$ cat src/rtl/hawk_tbl_rd_engine.sv
// hawk_tbl_rd_engine
// Resolves 1-based ATT / TOL (list) entry ids into cacheline reads over an
// AXI read channel. One line buffer per table type caches the last line that
// was read successfully, so neighbouring ids are served without touching AXI.
//
// Ports
//   clk_i, rst_ni        : clock, asynchronous active-low reset
//   req_*                : lookup request (type 0=ATT, 1=TOL; 1-based id)
//   inv_i                : invalidate both line buffers
//   ar*/arlen_o          : AXI AR channel (single-beat bursts)
//   r*                   : AXI R channel
//   rsp_*                : lookup result (entry, full line, error, hit flag)

// Fallback table bases when the platform header has not defined them.
`ifndef HAWK_ATT_START
`define HAWK_ATT_START 64'h0000_0000_8000_0000
`endif
`ifndef HAWK_LIST_START
`define HAWK_LIST_START 64'h0000_0000_9000_0000
`endif

module hawk_tbl_rd_engine #(
  parameter int unsigned AXI_ADDR_W = 64,
  parameter int unsigned AXI_DATA_W = 512,
  parameter int unsigned ATT_ENT_W  = 64,
  parameter int unsigned LST_ENT_W  = 128,
  parameter int unsigned ID_W       = 20,
  parameter logic [AXI_ADDR_W-1:0] ATT_BASE = `HAWK_ATT_START,
  parameter logic [AXI_ADDR_W-1:0] LST_BASE = `HAWK_LIST_START,
  localparam int unsigned ENT_MAX_W = (ATT_ENT_W > LST_ENT_W) ? ATT_ENT_W : LST_ENT_W
) (
  input  logic                  clk_i,
  input  logic                  rst_ni,
  input  logic                  req_valid_i,
  output logic                  req_ready_o,
  input  logic                  req_type_i,
  input  logic [ID_W-1:0]       req_id_i,
  input  logic                  inv_i,
  output logic                  arvalid_o,
  input  logic                  arready_i,
  output logic [AXI_ADDR_W-1:0] araddr_o,
  output logic [7:0]            arlen_o,
  input  logic                  rvalid_i,
  output logic                  rready_o,
  input  logic [AXI_DATA_W-1:0] rdata_i,
  input  logic [1:0]            rresp_i,
  output logic                  rsp_valid_o,
  input  logic                  rsp_ready_i,
  output logic                  rsp_type_o,
  output logic [ID_W-1:0]       rsp_id_o,
  output logic [ENT_MAX_W-1:0]  rsp_entry_o,
  output logic [AXI_DATA_W-1:0] rsp_line_o,
  output logic                  rsp_err_o,
  output logic                  rsp_hit_o
);

  localparam int unsigned ATT_EPL     = AXI_DATA_W / ATT_ENT_W;
  localparam int unsigned LST_EPL     = AXI_DATA_W / LST_ENT_W;
  localparam int unsigned ATT_EPL_LOG = $clog2(ATT_EPL);
  localparam int unsigned LST_EPL_LOG = $clog2(LST_EPL);
  localparam int unsigned ATT_ENT_LOG = $clog2(ATT_ENT_W);
  localparam int unsigned LST_ENT_LOG = $clog2(LST_ENT_W);
  localparam int unsigned LINE_B_LOG  = $clog2(AXI_DATA_W / 8);
  localparam int unsigned BIT_W       = $clog2(AXI_DATA_W);
  localparam logic [1:0]  RESP_OKAY   = 2'b00;

  typedef enum logic [1:0] {
    ST_IDLE = 2'd0,
    ST_AR   = 2'd1,
    ST_R    = 2'd2,
    ST_RSP  = 2'd3
  } state_e;

  // Entry extraction: slot 0 sits at the line LSBs for both table types.
  function automatic logic [ENT_MAX_W-1:0] pick_entry(
    input logic [AXI_DATA_W-1:0] line,
    input logic                  typ,
    input logic [BIT_W-1:0]      slot
  );
    logic [ENT_MAX_W-1:0] ent;
    if (typ) begin
      ent = ENT_MAX_W'(line[(slot << LST_ENT_LOG) +: LST_ENT_W]);
    end else begin
      ent = ENT_MAX_W'(line[(slot << ATT_ENT_LOG) +: ATT_ENT_W]);
    end
    return ent;
  endfunction

  state_e                state_q, state_d;
  logic                  type_q, type_d;
  logic [ID_W-1:0]       id_q, id_d;
  logic [ID_W-1:0]       tag_q, tag_d;
  logic [BIT_W-1:0]      slot_q, slot_d;
  logic [AXI_ADDR_W-1:0] araddr_q, araddr_d;
  logic [ENT_MAX_W-1:0]  entry_q, entry_d;
  logic [AXI_DATA_W-1:0] line_q, line_d;
  logic                  err_q, err_d;
  logic                  hit_q, hit_d;
  logic [1:0]            buf_vld_q, buf_vld_d;
  logic [ID_W-1:0]       buf_tag_q [2];
  logic [ID_W-1:0]       buf_tag_d [2];
  logic [AXI_DATA_W-1:0] buf_line_q [2];
  logic [AXI_DATA_W-1:0] buf_line_d [2];

  logic [ID_W-1:0]       req_idm1_s;
  logic [ID_W-1:0]       req_line_s;
  logic [BIT_W-1:0]      req_slot_s;
  logic [AXI_ADDR_W-1:0] req_addr_s;
  logic                  req_hit_s;

  // Decode the incoming request: line index, slot, AXI address, buffer hit.
  always_comb begin
    req_idm1_s = req_id_i - ID_W'(1);
    if (req_type_i) begin
      req_line_s = req_idm1_s >> LST_EPL_LOG;
      req_slot_s = BIT_W'(req_idm1_s & ID_W'(LST_EPL - 1));
      req_addr_s = LST_BASE + (AXI_ADDR_W'(req_line_s) << LINE_B_LOG);
    end else begin
      req_line_s = req_idm1_s >> ATT_EPL_LOG;
      req_slot_s = BIT_W'(req_idm1_s & ID_W'(ATT_EPL - 1));
      req_addr_s = ATT_BASE + (AXI_ADDR_W'(req_line_s) << LINE_B_LOG);
    end
    // A coincident invalidate must force the miss path.
    req_hit_s = buf_vld_q[req_type_i] & (buf_tag_q[req_type_i] == req_line_s) & ~inv_i;
  end

  // Next-state and datapath updates for the lookup FSM and line buffers.
  always_comb begin
    state_d    = state_q;
    type_d     = type_q;
    id_d       = id_q;
    tag_d      = tag_q;
    slot_d     = slot_q;
    araddr_d   = araddr_q;
    entry_d    = entry_q;
    line_d     = line_q;
    err_d      = err_q;
    hit_d      = hit_q;
    buf_vld_d  = buf_vld_q;
    buf_tag_d  = buf_tag_q;
    buf_line_d = buf_line_q;

    case (state_q)
      ST_IDLE: begin
        if (req_valid_i) begin
          type_d = req_type_i;
          id_d   = req_id_i;
          tag_d  = req_line_s;
          slot_d = req_slot_s;
          if (req_id_i == '0) begin
            err_d   = 1'b1;
            hit_d   = 1'b0;
            entry_d = '0;
            line_d  = '0;
            state_d = ST_RSP;
          end else if (req_hit_s) begin
            err_d   = 1'b0;
            hit_d   = 1'b1;
            line_d  = buf_line_q[req_type_i];
            entry_d = pick_entry(buf_line_q[req_type_i], req_type_i, req_slot_s);
            state_d = ST_RSP;
          end else begin
            err_d    = 1'b0;
            hit_d    = 1'b0;
            araddr_d = req_addr_s;
            state_d  = ST_AR;
          end
        end else begin
          state_d = ST_IDLE;
        end
      end
      ST_AR: begin
        if (arready_i) begin
          state_d = ST_R;
        end else begin
          state_d = ST_AR;
        end
      end
      ST_R: begin
        if (rvalid_i) begin
          line_d  = rdata_i;
          entry_d = pick_entry(rdata_i, type_q, slot_q);
          hit_d   = 1'b0;
          state_d = ST_RSP;
          if (rresp_i == RESP_OKAY) begin
            err_d = 1'b0;
            // An invalidate landing on the capture cycle leaves the buffer empty.
            if (!inv_i) begin
              buf_vld_d[type_q]  = 1'b1;
              buf_tag_d[type_q]  = tag_q;
              buf_line_d[type_q] = rdata_i;
            end else begin
              buf_vld_d[type_q] = 1'b0;
            end
          end else begin
            err_d             = 1'b1;
            buf_vld_d[type_q] = 1'b0;
          end
        end else begin
          state_d = ST_R;
        end
      end
      ST_RSP: begin
        if (rsp_ready_i) begin
          state_d = ST_IDLE;
        end else begin
          state_d = ST_RSP;
        end
      end
      default: begin
        state_d = ST_IDLE;
      end
    endcase

    // Invalidate wins over any fill in the same cycle, in every state.
    buf_vld_d = buf_vld_d & {2{~inv_i}};
  end

  // State and datapath registers.
  always_ff @(posedge clk_i or negedge rst_ni) begin
    if (!rst_ni) begin
      state_q    <= ST_IDLE;
      type_q     <= 1'b0;
      id_q       <= '0;
      tag_q      <= '0;
      slot_q     <= '0;
      araddr_q   <= '0;
      entry_q    <= '0;
      line_q     <= '0;
      err_q      <= 1'b0;
      hit_q      <= 1'b0;
      buf_vld_q  <= 2'b00;
      buf_tag_q  <= '{default: '0};
      buf_line_q <= '{default: '0};
    end else begin
      state_q    <= state_d;
      type_q     <= type_d;
      id_q       <= id_d;
      tag_q      <= tag_d;
      slot_q     <= slot_d;
      araddr_q   <= araddr_d;
      entry_q    <= entry_d;
      line_q     <= line_d;
      err_q      <= err_d;
      hit_q      <= hit_d;
      buf_vld_q  <= buf_vld_d;
      buf_tag_q  <= buf_tag_d;
      buf_line_q <= buf_line_d;
    end
  end

  // Handshake outputs are pure state decodes, so req_ready_o never depends
  // combinationally on arready_i or rsp_ready_i.
  assign req_ready_o = (state_q == ST_IDLE);
  assign arvalid_o   = (state_q == ST_AR);
  assign rready_o    = (state_q == ST_R);
  assign rsp_valid_o = (state_q == ST_RSP);
  assign araddr_o    = araddr_q;
  assign arlen_o     = 8'd0;
  assign rsp_type_o  = type_q;
  assign rsp_id_o    = id_q;
  assign rsp_entry_o = entry_q;
  assign rsp_line_o  = line_q;
  assign rsp_err_o   = err_q;
  assign rsp_hit_o   = hit_q;

endmodule

$ cat config.mk
export PLATFORM = sky130hd
export DESIGN_NAME = hawk_tbl_rd_engine
export DESIGN_NICKNAME = d
export VERILOG_FILES = /design/src/rtl/hawk_tbl_rd_engine.sv
export SDC_FILE = /design/constraint.sdc
export NUM_CORES = 2
export LEC_CHECK = 0
export CAP_MARGIN = 20
export CORE_AREA = 2 2 379 663
export CTS_BUF_LIST = sky130_fd_sc_hd__clkbuf_8 sky130_fd_sc_hd__clkbuf_16
export CTS_CLUSTER_DIAMETER = 40
export CTS_CLUSTER_SIZE = 16
export DETAILED_ROUTE_END_ITERATION = 12
export DIE_AREA = 0 0 381 665
export PLACE_DENSITY = 0.67
export SLEW_MARGIN = 30
export SYNTH_ARGS = -nofsm -noshare
export SYNTH_HDL_FRONTEND = slang
export SYNTH_SLANG_ARGS = --single-unit
$ cat constraint.sdc
create_clock -name clk_i -period 4.8 [get_ports clk_i]
set_input_delay 0.48 -clock clk_i [delete_from_list [all_inputs] [get_ports clk_i]]
set_output_delay 0.48 -clock clk_i [all_outputs]
set_load 0.02 [all_outputs]
# ---- Word level (Yosys, flattened, before mapping)
# Cells that the tools add are included.
# W data, S select, Z words.
dict set report totals {
  ff_bits 1818
  in_bits 542
  out_inout_bits 739
  wordCells 109
}
dict set report op_classes {
  addsub 3
  magnitude_cmp 6
  n_eq_ne 7
  n_shift 4
  mux 52
  bitwise_logic 11
  reduce_logical 11
}
# op n
set ops {}
lappend ops {{$mux W512} 8}
lappend ops {{$bwmux W1024} 1}
lappend ops {{$pmux W512 S2} 1}
lappend ops {{$shiftx A512 B10 Y128} 2}
lappend ops {{$shiftx A512 B10 Y64} 2}
lappend ops {{$mux W128} 6}
lappend ops {{$demux W512 S1} 1}
lappend ops {{$pmux W128 S2} 1}
lappend ops {{$mux W20} 4}
lappend ops {{$mux W64} 1}
lappend ops {{$bwmux W40} 1}
lappend ops {{$add A32 B23 Y33 const A} 1}
lappend ops {{$add A32 B24 Y33 const A} 1}
lappend ops {{$demux W20 S1} 1}
lappend ops {{$eq A20 B18 Y1} 1}
lappend ops {{$logic_not A20 Y1} 1}
lappend ops {{$sub A20 B1 Y20 const B} 1}
lappend ops {{$mux W18} 1}
lappend ops {{$mux W2} 9}
lappend ops {{$mux W1} 12}
lappend ops {{$reduce_and A4 Y1} 3}
lappend ops {{$pmux W2 S4} 1}
lappend ops {{$and A2 B2 Y2} 2}
lappend ops {{$eq A2 B2 Y1 const B} 2}
lappend ops {{other kinds (20)} 30}

# ---- Longest topological paths before layout
dict set report logic_depth {
  ltp_word 11
  depth_mapped 16
  mapped_depth_nobuf 11
}

# ---- Worst setup path after synthesis
# No wires, ideal clock.
dict set report synth_path {
  kind {input-to-reg}
  startpoint {input port req_id_i[0]}
  endpoint {register entry_q[117], in the netlist rsp_entry_o[117]}
  setup_time_ps 127
  t_arrival_ps 4221
  required_ps 4673
  path_slack_ps 451
  stages 16
  n_path_buf 5
  path_cell_list {clkbuf_1 inv_1 clkbuf_1 ha_1 nor3b_1 nand3_1 nor3_4 o311a_1 o2111ai_1 a2111oi_1 nand4b_1 a31oi_1 buf_6 buf_12 buf_8 mux2_1}
}
dict set report synth_between {
  elab_chain_cells 8
  elab_cells_between_ends 15
  cone_classes {add/sub (1); eq/ne (2); shift (1); mux (7); bitwise (2); reduce/logical (2)}
}
# element line_no
set synth_lines {}
lappend synth_lines {{start: declaration} 37} ;# input logic [ID_W-1:0] req_id_i,
lappend synth_lines {{$sub A20 B1 Y20} 113} ;# req_idm1_s = req_id_i - ID_W'(1);
lappend synth_lines {{net req_idm1_s[0]} 105} ;# logic [ID_W-1:0] req_idm1_s;
lappend synth_lines {{$mux W3} 114} ;# if (req_type_i) begin
lappend synth_lines {{$shiftx A512 B10 Y128} 82} ;# ent = ENT_MAX_W'(line[(slot << LST_ENT_LOG) +: LST_ENT_W]);
lappend synth_lines {{$mux W128} 81} ;# if (typ) begin
lappend synth_lines {{$mux W128} 156} ;# end else if (req_hit_s) begin
lappend synth_lines {{$mux W128} 150} ;# if (req_id_i == '0) begin
lappend synth_lines {{$mux W128} 145} ;# if (req_valid_i) begin
lappend synth_lines {{$pmux W128 S2} 143} ;# case (state_q)
lappend synth_lines {{end signal: assignment} 242} ;# entry_q <= entry_d;
lappend synth_lines {{end: declaration} 95} ;# logic [ENT_MAX_W-1:0] entry_q, entry_d;
# The timed path passes the listed nets, and every way through them passes these cells. The select of a mux whose other input is x is not followed.
# A chain may end at the register's enable or synchronous reset.

# ---- Final worst setup path
dict set report layout_path {
  startpoint {input port req_id_i[1]}
  endpoint {register line_q[354], in the netlist rsp_line_o[354]}
}
dict set report layout_between {
  elab_chain_cells 7
  elab_cells_between_ends 11
  cone_classes {add/sub (1); eq/ne (2); mux (4); bitwise (2); reduce/logical (2)}
}
# element line_no
set layout_lines {}
lappend layout_lines {{$sub A20 B1 Y20} 113}
lappend layout_lines {{$mux W18} 114}
lappend layout_lines {{$eq A20 B18 Y1} 124} ;# req_hit_s = buf_vld_q[req_type_i] & (buf_tag_q[req_type_i] == req_line_s) & ~inv_i;
lappend layout_lines {{$and A1 B1 Y1 (2 in a row)} 124}
lappend layout_lines {{$ne A3 B1 Y1 (no line)} --}
lappend layout_lines {{$reduce_and A4 Y1 (no line)} --}
lappend layout_lines {{end signal: assignment} 243} ;# line_q <= line_d;
lappend layout_lines {{end: declaration} 96} ;# logic [AXI_DATA_W-1:0] line_q, line_d;
# Parallel ways exist; a longest one is shown, timed or not. The select of a mux whose other input is x is not followed.

==> results.py <==
metrics = {
    "final_layout": {
        "nNetsFinal": 9058,
        "final_cell_area_um2": 122000,
        "final_core_util": 0.492,
        "drive_gt1_frac": 0.285,
        "syn_to_final_growth_pct": 23.4,
    },
    "global_route": {
        "grt_pass1_vias": 75100,
        "top_usage_layer": "met2",
        "grt_start_max_net_pins": 213,
        "grt_usage": 0.299,
        "gr-usage-met1": 0.340,
        "grt.overflow.total": 0,
        "grt_pass1_wl_um": 554000,
        "use_met2": 0.492,
        "met3_usage": 0.0898,
        "antenna_found_initial": 135,
    },
    "placement": {
        "gp_congestion": 0.946,
        "io_buffers": 1228,
        "hpwl_um": 281000,
        "place_area_um2": 115000,
    },
    "worst_setup_path": {
        "critPathMaxFanout": 13,
        "cp-start-kind": "primary input",
        "critical_path_required_ns": 5.56,
        "worst_setup_path_end_kind": "flop",
        "worst_ep_arrival_time_ns": 4.84,
        "critical_path_class": "primary input to flop",
    },
    "clock_tree": {
        "path_clk_slew_ns": 0.07,
        "cts_tree": "done",
        "cts.hold.buffers_added": 1,
        "cts_buffer_depth": 4,
        "cts-root-buf": "clkbuf_16",
        "clock-sinks": 1768,
        "htree_levels": 4,
        "post_cts_resized": 0,
        "numCtsBuffers": 201,
        "post_cts_buffers": 0,
        "clk_latency_ns": 0.91,
    },
    "pwr": {
        "finalPower_mw": 76.6,
        "power_frac_clock": 0.211,
        "pwr_density_cell_nw_per_um2": 628,
        "intPower_mw": 46.1,
        "pwr-share-comb": 0.452,
        "p_sw_frac": 0.399,
        "power_leakage_nw": 53.6,
        "ir_worst_vdd_v": 0.000410,
        "seqPwrFrac": 0.337,
        "p_switching_mw": 30.6,
    },
    "route": {
        "ant_nets": 0,
        "drc": 0,
        "drt-initial-drc-count": 6235,
        "via_per_inst": 6.03,
        "wl_per_cell_um": 32.1,
        "drt_wl_total_um": 387000,
        "dr.pass1.iters": 6,
        "num_vias": 72600,
    },
    "synthesis": {
        "ys_async_sr_fraction": 1.00,
        "synthMuxAreaShare": 0.404,
        "yosysTopAreaCellShare": 0.448,
        "ys_seq_area_frac": 0.448,
        "syn_area_um2": 98800,
        "syn_inst": 7451,
        "synth_cell_type_count": 60,
        "synth_warnings": 0,
        "synth-simple-area-share": 0.0345,
        "synth-compound-area-share": 0.0658,
        "syn_avg_cell_area_um2": 13.3,
        "synth_seq_cells": 1768,
        "synth_edf_count": 0,
        "ys_top_cells_by_area": "dfrtp_1 45%, mux2_2 14%, mux4_2 12%, mux2i_1 7.1%, mux2_1 6.8%",
        "synth_fa_ha_area_frac": 0.000253,
        "synth_xor_area_frac": 0.00476,
        "synth_flop_cell": "dfrtp_1",
        "synth_top_cell_by_area": "dfrtp_1",
        "synth_top_family_by_area": "multiplexers",
    },
    "run_status": {
        "status": "finished, final reports clean",
    },
    "floorplanning": {
        "coreArea_um2": 248000,
        "die_w_um": 381,
        "rows": 242,
        "start_util": 0.399,
        "die-area_um2": 253000,
        "die_h_um": 665,
        "io_pins": 1281,
    },
    "sta": {
        "max_freq_mhz": 245,
        "rsz0062_at_grt": "false",
        "slew_headroom": 0.168,
        "finalClockSkew_ns": 0.0613,
        "setup_viol": 0,
        "hold_viol": 0,
        "period_needed_ns": 4.08,
        "worstMarginPinSlew_ns": 1.25,
        "finalCritPeriodShare": 0.850,
        "drv_slew": 0,
        "tns_ns": 0,
    },
    "run": {
        "drv_cap": 0,
    },
    "hold_path": {
        "hp-class": "primary input to asynchronous set/reset pin",
    },
}
-- power by group through the flow --
stage | combinational (mW) | clock [mW] | sequential [mW]
after floorplan | 18.0 | 0 | 27.1
after global placement | 33.9 | 0 | 25.7
after detailed placement | 34.6 | 0 | 26.0
after CTS | 34.7 | 16.4 | 25.8
after global routing | 36.4 | 17.0 | 26.5
final | 34.6 | 16.2 | 25.8
-- layout make-up --
| type | count | area [um^2] |
|---|---|---|
| Fill cell | 22000 | 126000 |
| Antenna cell | 78 | 195 |
| Multi-Input combinational cell | 4985 | 50700 |
| Timing Repair Buffer | 1533 | 15700 |
| Clock buffer | 215 | 5220 |
| Tap cell | 3294 | 4120 |
| Inverter | 25 | 106 |
| Clock inverter | 150 | 1620 |
| Sequential cell | 1768 | 44300 |
-- stage by stage --
step / hold slack, ns / cells / setup WS [ns]
detailed placement: 0.459 / 11600 / -0.141
finish: 0.237 / 12000 / 0.719
global route: 0.255 / 12000 / 0.554
global placement: 0.453 / 11600 / -0.271
floorplan: 0.184 / 7502 / 0.451
CTS: 0.233 / 12000 / 0.763
-- cell usage after synthesis, drive strengths merged, types with 4 or more instances --
master	instances
mux2	1841
dfrtp	1768
mux2i	697
nand2	670
mux4	544
clkbuf	486
o31ai	482
buf	218
o21ai	149
nor2	100
a21oi	93
o22ai	68
o211ai	64
a22oi	63
xnor2	30
inv	24
dlygate4sd1	20
nor3	17
xor2	16
and3	14
a311oi	12
nor4	8
nand3	7
nand4	7
o32ai	5
a31oi	4
a32oi	4
nand2b	4
or4	4
-- flip-flops by register name (all words and copies together) (netlist names) --
signal	flops
araddr_o	20
buf_line_q	1024
buf_tag_q	36
buf_vld_q	2
rsp_entry_o	128
rsp_err_o	1
rsp_hit_o	1
rsp_id_o	20
rsp_line_o	512
rsp_type_o	1
slot_q	3
state_q	2
tag_q	18
-- logic make-up (layout without fill, tap and decap cells) --
kind of cell / Yosys count / after routing
AOI/OAI and AO/OA: 953 / 953
xor gates and xnor gates: 49 / 49
adders and majority gates: 2 / 2
buffers and inverters: 749 / 1923
DFF: 1768 / 1768
muxes: 3082 / 3082
other: 1 / 130
and+or+nand+nor: 847 / 847
-- worst max-delay path: stages --
cell             delay [ns]
clkdlybuf4s50_1        0.50
inv_1                  0.16
ha_4                   0.14
nor3b_1                0.26
buf_4                  0.21
nand4b_1               0.15
xor2_1                 0.28
xor2_1                 0.29
nand4_1                0.13
a2111oi_1              0.38
buf_4                  0.18
nand4b_1               0.20
a31oi_4                0.35
buf_12                 0.23
buf_12                 0.23
buf_4                  0.23
mux2_1                 0.35
-- cells in the final DEF, fill, tap and decap left out, types with 63 or more instances in the layout --
cell type	n
buf_4	214
diode_2	78
mux4_2	544
mux2_1	600
o211ai_1	64
a22oi_1	63
clkbuf_16	201
mux2i_1	697
dfrtp_1	1764
a21oi_1	93
mux2_2	1241
o31ai_1	480
buf_12	85
clkdlybuf4s50_1	1225
nor2_1	99
o21ai_0	148
o22ai_1	68
nand2_1	667
-- per-layer routing --
metal | vias up | routed length (um)
met5 | - | 570
met4 | 86 | 26900
met2 | 3299 | 188000
met3 | 958 | 34000
met1 | 38000 | 138000
li1 | 30300 | -
-- path summary, 6_finish.rpt --
path                              start         endpoint  slack [ns]  cells past startpoint
setup / recovery            req_id_i[1]  rsp_line_o[354]        0.72                     17
hold / removal                   rst_ni  rsp_entry_o[66]        0.24                      2
setup reg to reg           buf_tag_q[5]  rsp_line_o[354]        1.16                     13
hold reg to reg            araddr_o[31]     araddr_o[31]        0.48                      1
max in group asynchronous        rst_ni  buf_line_q[426]        2.84                      4
min in group clk_i          req_id_i[0]        slot_q[0]        0.30                      3
Note: power is estimated with default switching activity, not from simulation.
